==> src/rtl/demux_pkg.sv <==
// Shared definitions for n_way_stream_demux: FSM state encoding and the
// select-width helper used to size SELECT from the channel count.
package demux_pkg;

  // Packet-routing states: IDLE samples SELECT, BURST follows the locked channel.
  typedef enum logic {
    IDLE  = 1'b0,
    BURST = 1'b1
  } demux_state_e;

  // Width of the channel select field; never narrower than one bit.
  function automatic int sel_bits(input int channels);
    return (channels > 2) ? $clog2(channels) : 1;
  endfunction

endpackage

==> src/rtl/demux_channel_register.sv <==
// One output channel of n_way_stream_demux: a single holding register
// (valid/data/last) with valid/ready handshake, plus an optional
// delivered-beat counter enabled by the DEMUX_COUNT_EN macro.
module demux_channel_register #(
  parameter int BITS       = 4,
  parameter int COUNT_BITS = 8
) (
  input  logic            clk,
  input  logic            reset,
  input  logic            load,
  input  logic [BITS-1:0] load_data,
  input  logic            load_last,
  input  logic            out_ready,
  output logic            out_valid,
  output logic [BITS-1:0] out_data,
  output logic            out_last,
  output logic            free
`ifdef DEMUX_COUNT_EN
  ,
  input  logic                  clear_count,
  output logic [COUNT_BITS-1:0] count
`endif
);

  logic drain;

  // A beat leaves this register on the valid/ready handshake.
  assign drain = out_valid & out_ready;

  // The register can take a new beat when empty or when it is draining now.
  assign free = ~out_valid | out_ready;

  // Holding register: load wins over drain so back-to-back beats sustain full rate.
  always_ff @(posedge clk) begin
    // NOTE: non-blocking assignments so every register samples pre-edge values.
    if (reset) begin
      out_valid <= 1'b0;
      // NOTE: the data word is reset too, because the outputs must read zero after reset.
      out_data  <= '0;
      out_last  <= 1'b0;
    end else if (load) begin
      out_valid <= 1'b1;
      out_data  <= load_data;
      out_last  <= load_last;
    end else if (drain) begin
      out_valid <= 1'b0;
    end
  end

`ifdef DEMUX_COUNT_EN
  // Delivered-beat counter: wraps naturally, clear beats a same-cycle increment.
  always_ff @(posedge clk) begin
    if (reset || clear_count) begin
      count <= '0;
    end else if (drain) begin
      count <= count + 1'b1;
    end
  end
`endif

endmodule

==> src/rtl/n_way_stream_demux.sv <==
// n_way_stream_demux: registered, handshaked 1-to-CHANNELS demultiplexer
// with packet-locked routing. SELECT is sampled on the first beat of a
// packet; later beats follow the locked channel until IN_LAST.
// Optional macro DEMUX_COUNT_EN adds per-channel delivered-beat counters
// with COUNT / CLEAR_COUNT ports.
module n_way_stream_demux
  import demux_pkg::*;
#(
  parameter  int BITS       = 4,
  parameter  int CHANNELS   = 4,
  parameter  int COUNT_BITS = 8,
  localparam int SEL_BITS   = sel_bits(CHANNELS)
) (
  input  logic                               clk,
  input  logic                               reset,
  input  logic                               in_valid,
  output logic                               in_ready,
  input  logic [BITS-1:0]                    in_data,
  input  logic                               in_last,
  input  logic [SEL_BITS-1:0]                select,
  output logic [CHANNELS-1:0]                out_valid,
  input  logic [CHANNELS-1:0]                out_ready,
  output logic [CHANNELS-1:0][BITS-1:0]      out_data,
  output logic [CHANNELS-1:0]                out_last,
  output logic                               error
`ifdef DEMUX_COUNT_EN
  ,
  output logic [CHANNELS-1:0][COUNT_BITS-1:0] count,
  input  logic                               clear_count
`endif
);

  localparam logic S_IDLE  = IDLE;
  localparam logic S_BURST = BURST;

  logic                state;
  logic [SEL_BITS-1:0] lock_sel;
  logic [SEL_BITS-1:0] tgt;
  logic [CHANNELS-1:0] free;
  logic [CHANNELS-1:0] load;
  logic                illegal;
  logic                accept;

  // Target channel: live SELECT at packet start, the locked channel mid-packet.
  assign tgt = (state == S_BURST) ? lock_sel : select;

  // A first beat naming a non-existent channel is swallowed and flagged.
  assign illegal = (state == S_IDLE) && in_valid && (32'(select) >= CHANNELS);

  // Ready follows the target channel's free flag; illegal beats are always taken.
  always_comb begin
    // NOTE: default assigned first so no latch is inferred.
    in_ready = illegal;
    for (int c = 0; c < CHANNELS; c++) begin
      if (tgt == SEL_BITS'(c)) in_ready = in_ready | free[c];
    end
  end

  assign accept = in_valid & in_ready;

  // One-hot load strobe into the target channel's holding register.
  always_comb begin
    load = '0;
    for (int c = 0; c < CHANNELS; c++) begin
      load[c] = accept && !illegal && (tgt == SEL_BITS'(c));
    end
  end

  // Packet-lock FSM and sticky illegal-select flag.
  always_ff @(posedge clk) begin
    if (reset) begin
      state    <= S_IDLE;
      lock_sel <= '0;
      error    <= 1'b0;
    end else begin
      if (accept && illegal) error <= 1'b1;
      if (state == S_IDLE) begin
        if (accept && !illegal && !in_last) begin
          lock_sel <= select;
          state    <= S_BURST;
        end
      end else begin
        if (accept && in_last) state <= S_IDLE;
      end
    end
  end

  for (genvar c = 0; c < CHANNELS; c++) begin : g_chan
    demux_channel_register #(
      .BITS       (BITS),
      .COUNT_BITS (COUNT_BITS)
    ) u_chan (
      .clk         (clk),
      .reset       (reset),
      .load        (load[c]),
      .load_data   (in_data),
      .load_last   (in_last),
      .out_ready   (out_ready[c]),
      .out_valid   (out_valid[c]),
      .out_data    (out_data[c]),
      .out_last    (out_last[c]),
      .free        (free[c])
`ifdef DEMUX_COUNT_EN
      ,
      .clear_count (clear_count),
      .count       (count[c])
`endif
    );
  end

endmodule

==> config.mk <==
export PLATFORM = sky130hd
export DESIGN_NAME = n_way_stream_demux
export DESIGN_NICKNAME = d
export VERILOG_FILES = /design/src/rtl/demux_pkg.sv /design/src/rtl/demux_channel_register.sv /design/src/rtl/n_way_stream_demux.sv
export SDC_FILE = /design/constraint.sdc
export NUM_CORES = 1
export LEC_CHECK = 0
export CAP_MARGIN = 20
export CORE_UTILIZATION = 25
export DETAILED_ROUTE_END_ITERATION = 8
export GPL_TIMING_DRIVEN = 0
export PLACE_DENSITY = 0.48
export REMOVE_ABC_BUFFERS = 1
export SETUP_SLACK_MARGIN = 0.4
export SYNTH_ARGS = -nofsm -noshare
export SYNTH_HDL_FRONTEND = slang
export SYNTH_SLANG_ARGS = --single-unit
export TNS_END_PERCENT = 30
==> constraint.sdc <==
create_clock -name clk -period 4.19 [get_ports clk]
set_input_delay 1.0475 -clock clk [delete_from_list [all_inputs] [get_ports clk]]
set_output_delay 1.0475 -clock clk [all_outputs]
set_load 0.005 [all_outputs]
; ---- Word-level counts from Yosys, hierarchy flattened
; Cells that the tools add are included.
[word_totals]
regBits = 27
in_bits = 14
elab_cells = 63
[op_classes]
eq_ne = 3
n_mux = 16
n_bitwise = 17
reduce_logical = 13
[ops]
columns = operator, n
row1 = 1-bit two-way mux, 15
row2 = 2-bit nonzero test, 4
row3 = 1-bit OR, 7
row4 = 1-bit logical AND, 6
row5 = 1-bit bitwise AND, 5
row6 = 1-bit inverter, 5
row7 = 2-bit == test (second input constant), 2
row8 = 2-bit by 1-bit == test with 1-bit output (second input constant), 1
row9 = 2-bit logical NOT, 1
row10 = 2-bit two-way mux, 1
row11 = 2-bit AND reduction, 1
row12 = 1-bit logical NOT, 1

; ---- Depth between registers and ports, before layout
[logic_depth]
depth_word = 13
ltp_mapped = 5
ltp_nobuf = 4

; ---- Cells and area by module
; A second synthesis with hierarchy kept.
[unflattened]
hier_cells = 122
hier_area_um2 = 1199.9
[by_module_without_submodules]
columns = mod, n_inst, cells_per_inst, area_per_inst_um2, seq_area_each_um2
row1 = demux_channel_register, 4, 20, 215.2, 120.1
row2 = n_way_stream_demux, 1, 42, 339.1, 60.1

; ---- Worst setup path after synthesis
; Ideal clock, no wire load.
[synth_timing]
kind = input -> output
start = input port select[0]
end = output port in_ready
t_arrival_ps = 1716
t_required_ps = 3143
slack_ps = 1427
cell_stages = 3
path_cell_list = mux2_4 > mux2i_4 > mux2i_1
[synth_via]
elab_chain_len = 9
elab_cells_between_ends = 12
[synth_lines]
columns = element, line
row1 = from (decl), n_way_stream_demux.sv:20  ; input logic [SEL_BITS-1:0] select,
row2 = 2-bit two-way mux (*), n_way_stream_demux.sv:45  ; assign tgt = (state == S_BURST) ? lock_sel : select;
row3 = 2-bit logical NOT, n_way_stream_demux.sv:55  ; if (tgt == SEL_BITS'(c)) in_ready = in_ready | free[c];
row4 = 1-bit two-way mux, n_way_stream_demux.sv:55
row5 = 1-bit OR, n_way_stream_demux.sv:55
row6 = 1-bit two-way mux, n_way_stream_demux.sv:55
row7 = 1-bit OR, n_way_stream_demux.sv:55
row8 = 1-bit two-way mux, n_way_stream_demux.sv:55
row9 = 1-bit OR, n_way_stream_demux.sv:55
row10 = 1-bit two-way mux (*), n_way_stream_demux.sv:55
row11 = to (decl), n_way_stream_demux.sv:17  ; output logic in_ready,
; Every way passes the cells marked *; elsewhere a longest branch is shown, timed or not.

; ---- Final worst setup path
[layout_timing]
start = input port select[1]
end = output port in_ready
; Same word-level chain as after synthesis.

==> reports/summary.txt <==
DRT antenna net count: 0
Fillers: 444
Critical setup path kind: input pin to output port
Top routing layer in use: met3
Net Sw Frac: 0.251
Ant diodes: 0
Status: finished, violations left
Max Cap Viol: 0
GRT Overall Usage: 0.111
Final Hold Vio Count: 0
Number of synthesized register bits: 27
DP Wirelength: 1.90 mm
Vias in the first global route: 920
IO Pins: 40
Crit end category: output port
Drt wl/cell: 13.6 microns
Multi-input logic area: 568 sq um
Min cycle time layout: 3.55 ns
Routability cong.: 0.776
H-tree depth: 1
Critical Path RT: 3.14 ns
Initial core utilization: 0.269
DR WL met2: 1.22 mm
I/O Buffers: 38
Core box area: 0.00447 sq mm
Area share of the largest cell type after synthesis: 0.450
Worst Max-Slew Pin Slew: 0.979 ns
WL final: 2.73 mm
Initial detailed-routing violation count: 57
DIE AREA: 0.00509 sq mm
Routed via count: 913
Cell variety after synth: 20
Reg power frac: 0.532
Metal3 WL: 250 microns
YS warnings: 0
Hold Crit Class: flip-flop to flip-flop
Power per cell area: 322 mW/mm^2
Post-Route M1 WL: 1.26 mm
Layout cells sized above 1: 0.0946
Place WS: 0.402 ns
Die Ht: 71.4 microns
Clock Latency Late Sink: 0.27 ns
Mean Syn Cell Area: 10.2 sq um
Leak pwr: 0.711 nW
DR DRC count: 4
Clock Power Share: 0.285
Leading area contributor after synthesis: dfxtp_1
Pint: 0.390 mW
Sequential Area: 541 sq um
CTS tree: yes
Final std cells w/o fill: 200
Crit-path cells: clkdlybuf4s50_1, mux2_2, mux2i_1, clkdlybuf4s50_1
Initial antenna violation count: 0
Final net count: 163
Relative slew margins: 0.345
Total Negative Setup Slacks: 0 ns
Unrepaired setup endpoints after global routing: false
Crit-path max FO: 6
Slew Limit Fails: 0
First-pass GRT wire length: 4.42 mm
Via-to-Cell Ratio: 4.57
Fmax: 282 MHz
CP arrival: 2.50 ns
Pin count of the biggest net entering global routing: 30
Failing checks: design-rule violations
Cts bufs inserted: 3
GRT overflow: 0
Period utilization: 0.848
Sw Pwr: 0.130 mW
CTS Sinks: 27
Max clock buf depth: 2
Top cells by area, synth: dfxtp_1, mux2i_1, nor2_1, buf_4, nand2b_1
Gate power share: 0.183
Sequential-to-total area share from yosys stat: 0.450
CP max-delay cell: clkdlybuf4s50_1
Detailed Routing Iterations Pass 1: 6
Skew final: 0.00295 ns
Max VDD drop: 0.227 mV
Most used cell, CP: clkdlybuf4s50_1
Area grow syn2layout: 34.5%
Placed cell count: 194
Clock transition at path regs: 0.09 ns
Critical path launch point type: input pin
Clk Tree Root Cell: clkbuf_8
Slowest Stage Delay on Critical Path: 0.52 ns
Final WS setup: 0.639 ns
Mapped Cells: 118
# setup viols final: 0
Area of the mapped netlist: 0.00120 sq mm
Chip width: 71.4 microns
Number of core rows: 24
## cell type report
type	count	share of cell area
clock buffers	3	0.0255
clock inverters	1	0.00309
multi-input cells	77	0.351
flip-flops and latches	27	0.334
well taps	52	0.0402
repair buffers	40	0.246
## layout by cell type, fill, tap and decap left out
cell             Yosys  routed
dfxtp_1             27      27
mux2_2               1       1
clkdlybuf4s50_1      0      37
nor2_1              23      23
dlymetal6s2s_1       0       1
o221a_1              1       1
nand2b_1             6       6
buf_4                9       2
clkbuf_8             0       3
mux2_4               2       2
nor3b_1              1       1
o22ai_1              2       2
mux2i_4              1       1
nand2_1              4       4
clkinv_2             0       1
mux2i_1             24      24
mux2i_2              1       1
a21oi_1              4       4
nand4_2              3       3
nor2b_1              2       2
conb_1               1       1
nand4_1              1       1
## kinds of logic after synthesis
logic type,count (synthesis),synth area share
other,1,0.00312
flip-flops,27,0.450
buffers and inverters,14,0.0780
multiplexers,29,0.264
AND/OR/NAND/NOR,40,0.169
AO/OA/AOI/OAI,7,0.0364
## critical path: cells and delay by family
kind | cells | cell delay, ns
buffers and inverters | 2 | 0.94
muxes | 2 | 0.52
## flip-flops by register name, indices dropped and copies added (netlist names), named ones only
| name | count |
|---|---|
| g_chan.u_chan.out_last | 4 |
| lock_sel | 2 |
| g_chan.u_chan.out_data | 16 |
| g_chan.u_chan.out_valid | 4 |
## worst paths after layout
path                                                     end  slack (ns)   startpoint  cells past startpoint
worst min-delay path                             lock_sel[0]        0.50  lock_sel[0]                      2
worst max-delay path                                in_ready        0.64    select[1]                      4
worst min register to register                   lock_sel[0]        0.50  lock_sel[0]                      2
worst max register to register  g_chan[0].u_chan.out_data[3]        2.27    flip-flop                      4
## stage by stage
stage          power [mW]  cell area, sq um   util  hold WS [ns]
3_5_place_dp        0.376              1550  0.347         0.487
4_1_cts             0.531              1610  0.359         0.501
3_3_place_gp        0.375              1550  0.347         0.475
2_1_floorplan       0.326              1110      -         0.460
6_report            0.521              1620  0.362         0.497
5_1_grt             0.550              1620  0.362         0.518
## power groups by stage
stage / registers [mW] / logic (mW) / clock network, mW
after floorplan: 0.283 / 0.0437 / 0
after global placement: 0.282 / 0.0921 / 0
after detailed placement: 0.283 / 0.0928 / 0
after CTS: 0.277 / 0.0947 / 0.159
after global routing: 0.279 / 0.103 / 0.168
final: 0.277 / 0.0953 / 0.148
## per-layer routing
metal  vias up  GRT usage
met5         -          0
met3         0     0.0549
met1       426      0.132
met4         0    0.00667
li1        452          -
met2        35      0.189
## what timing repair did
action	in CTS	in global routing
setup endpoints to repair	1	1
hold buffers	0	0
buffers inserted	1	1
gates resized for setup	0	1
## Yosys cell counts, drive strengths merged
cell type and instances:
o221a 1, nor2b 2, nor3b 1, dfxtp 27, nor2 23, clkbuf 4, nand2 4, mux2 3
a21oi 4, conb 1, mux2i 26, buf 10, nand4 4, nand2b 6, o22ai 2
Power figures use the tool's default switching activity.
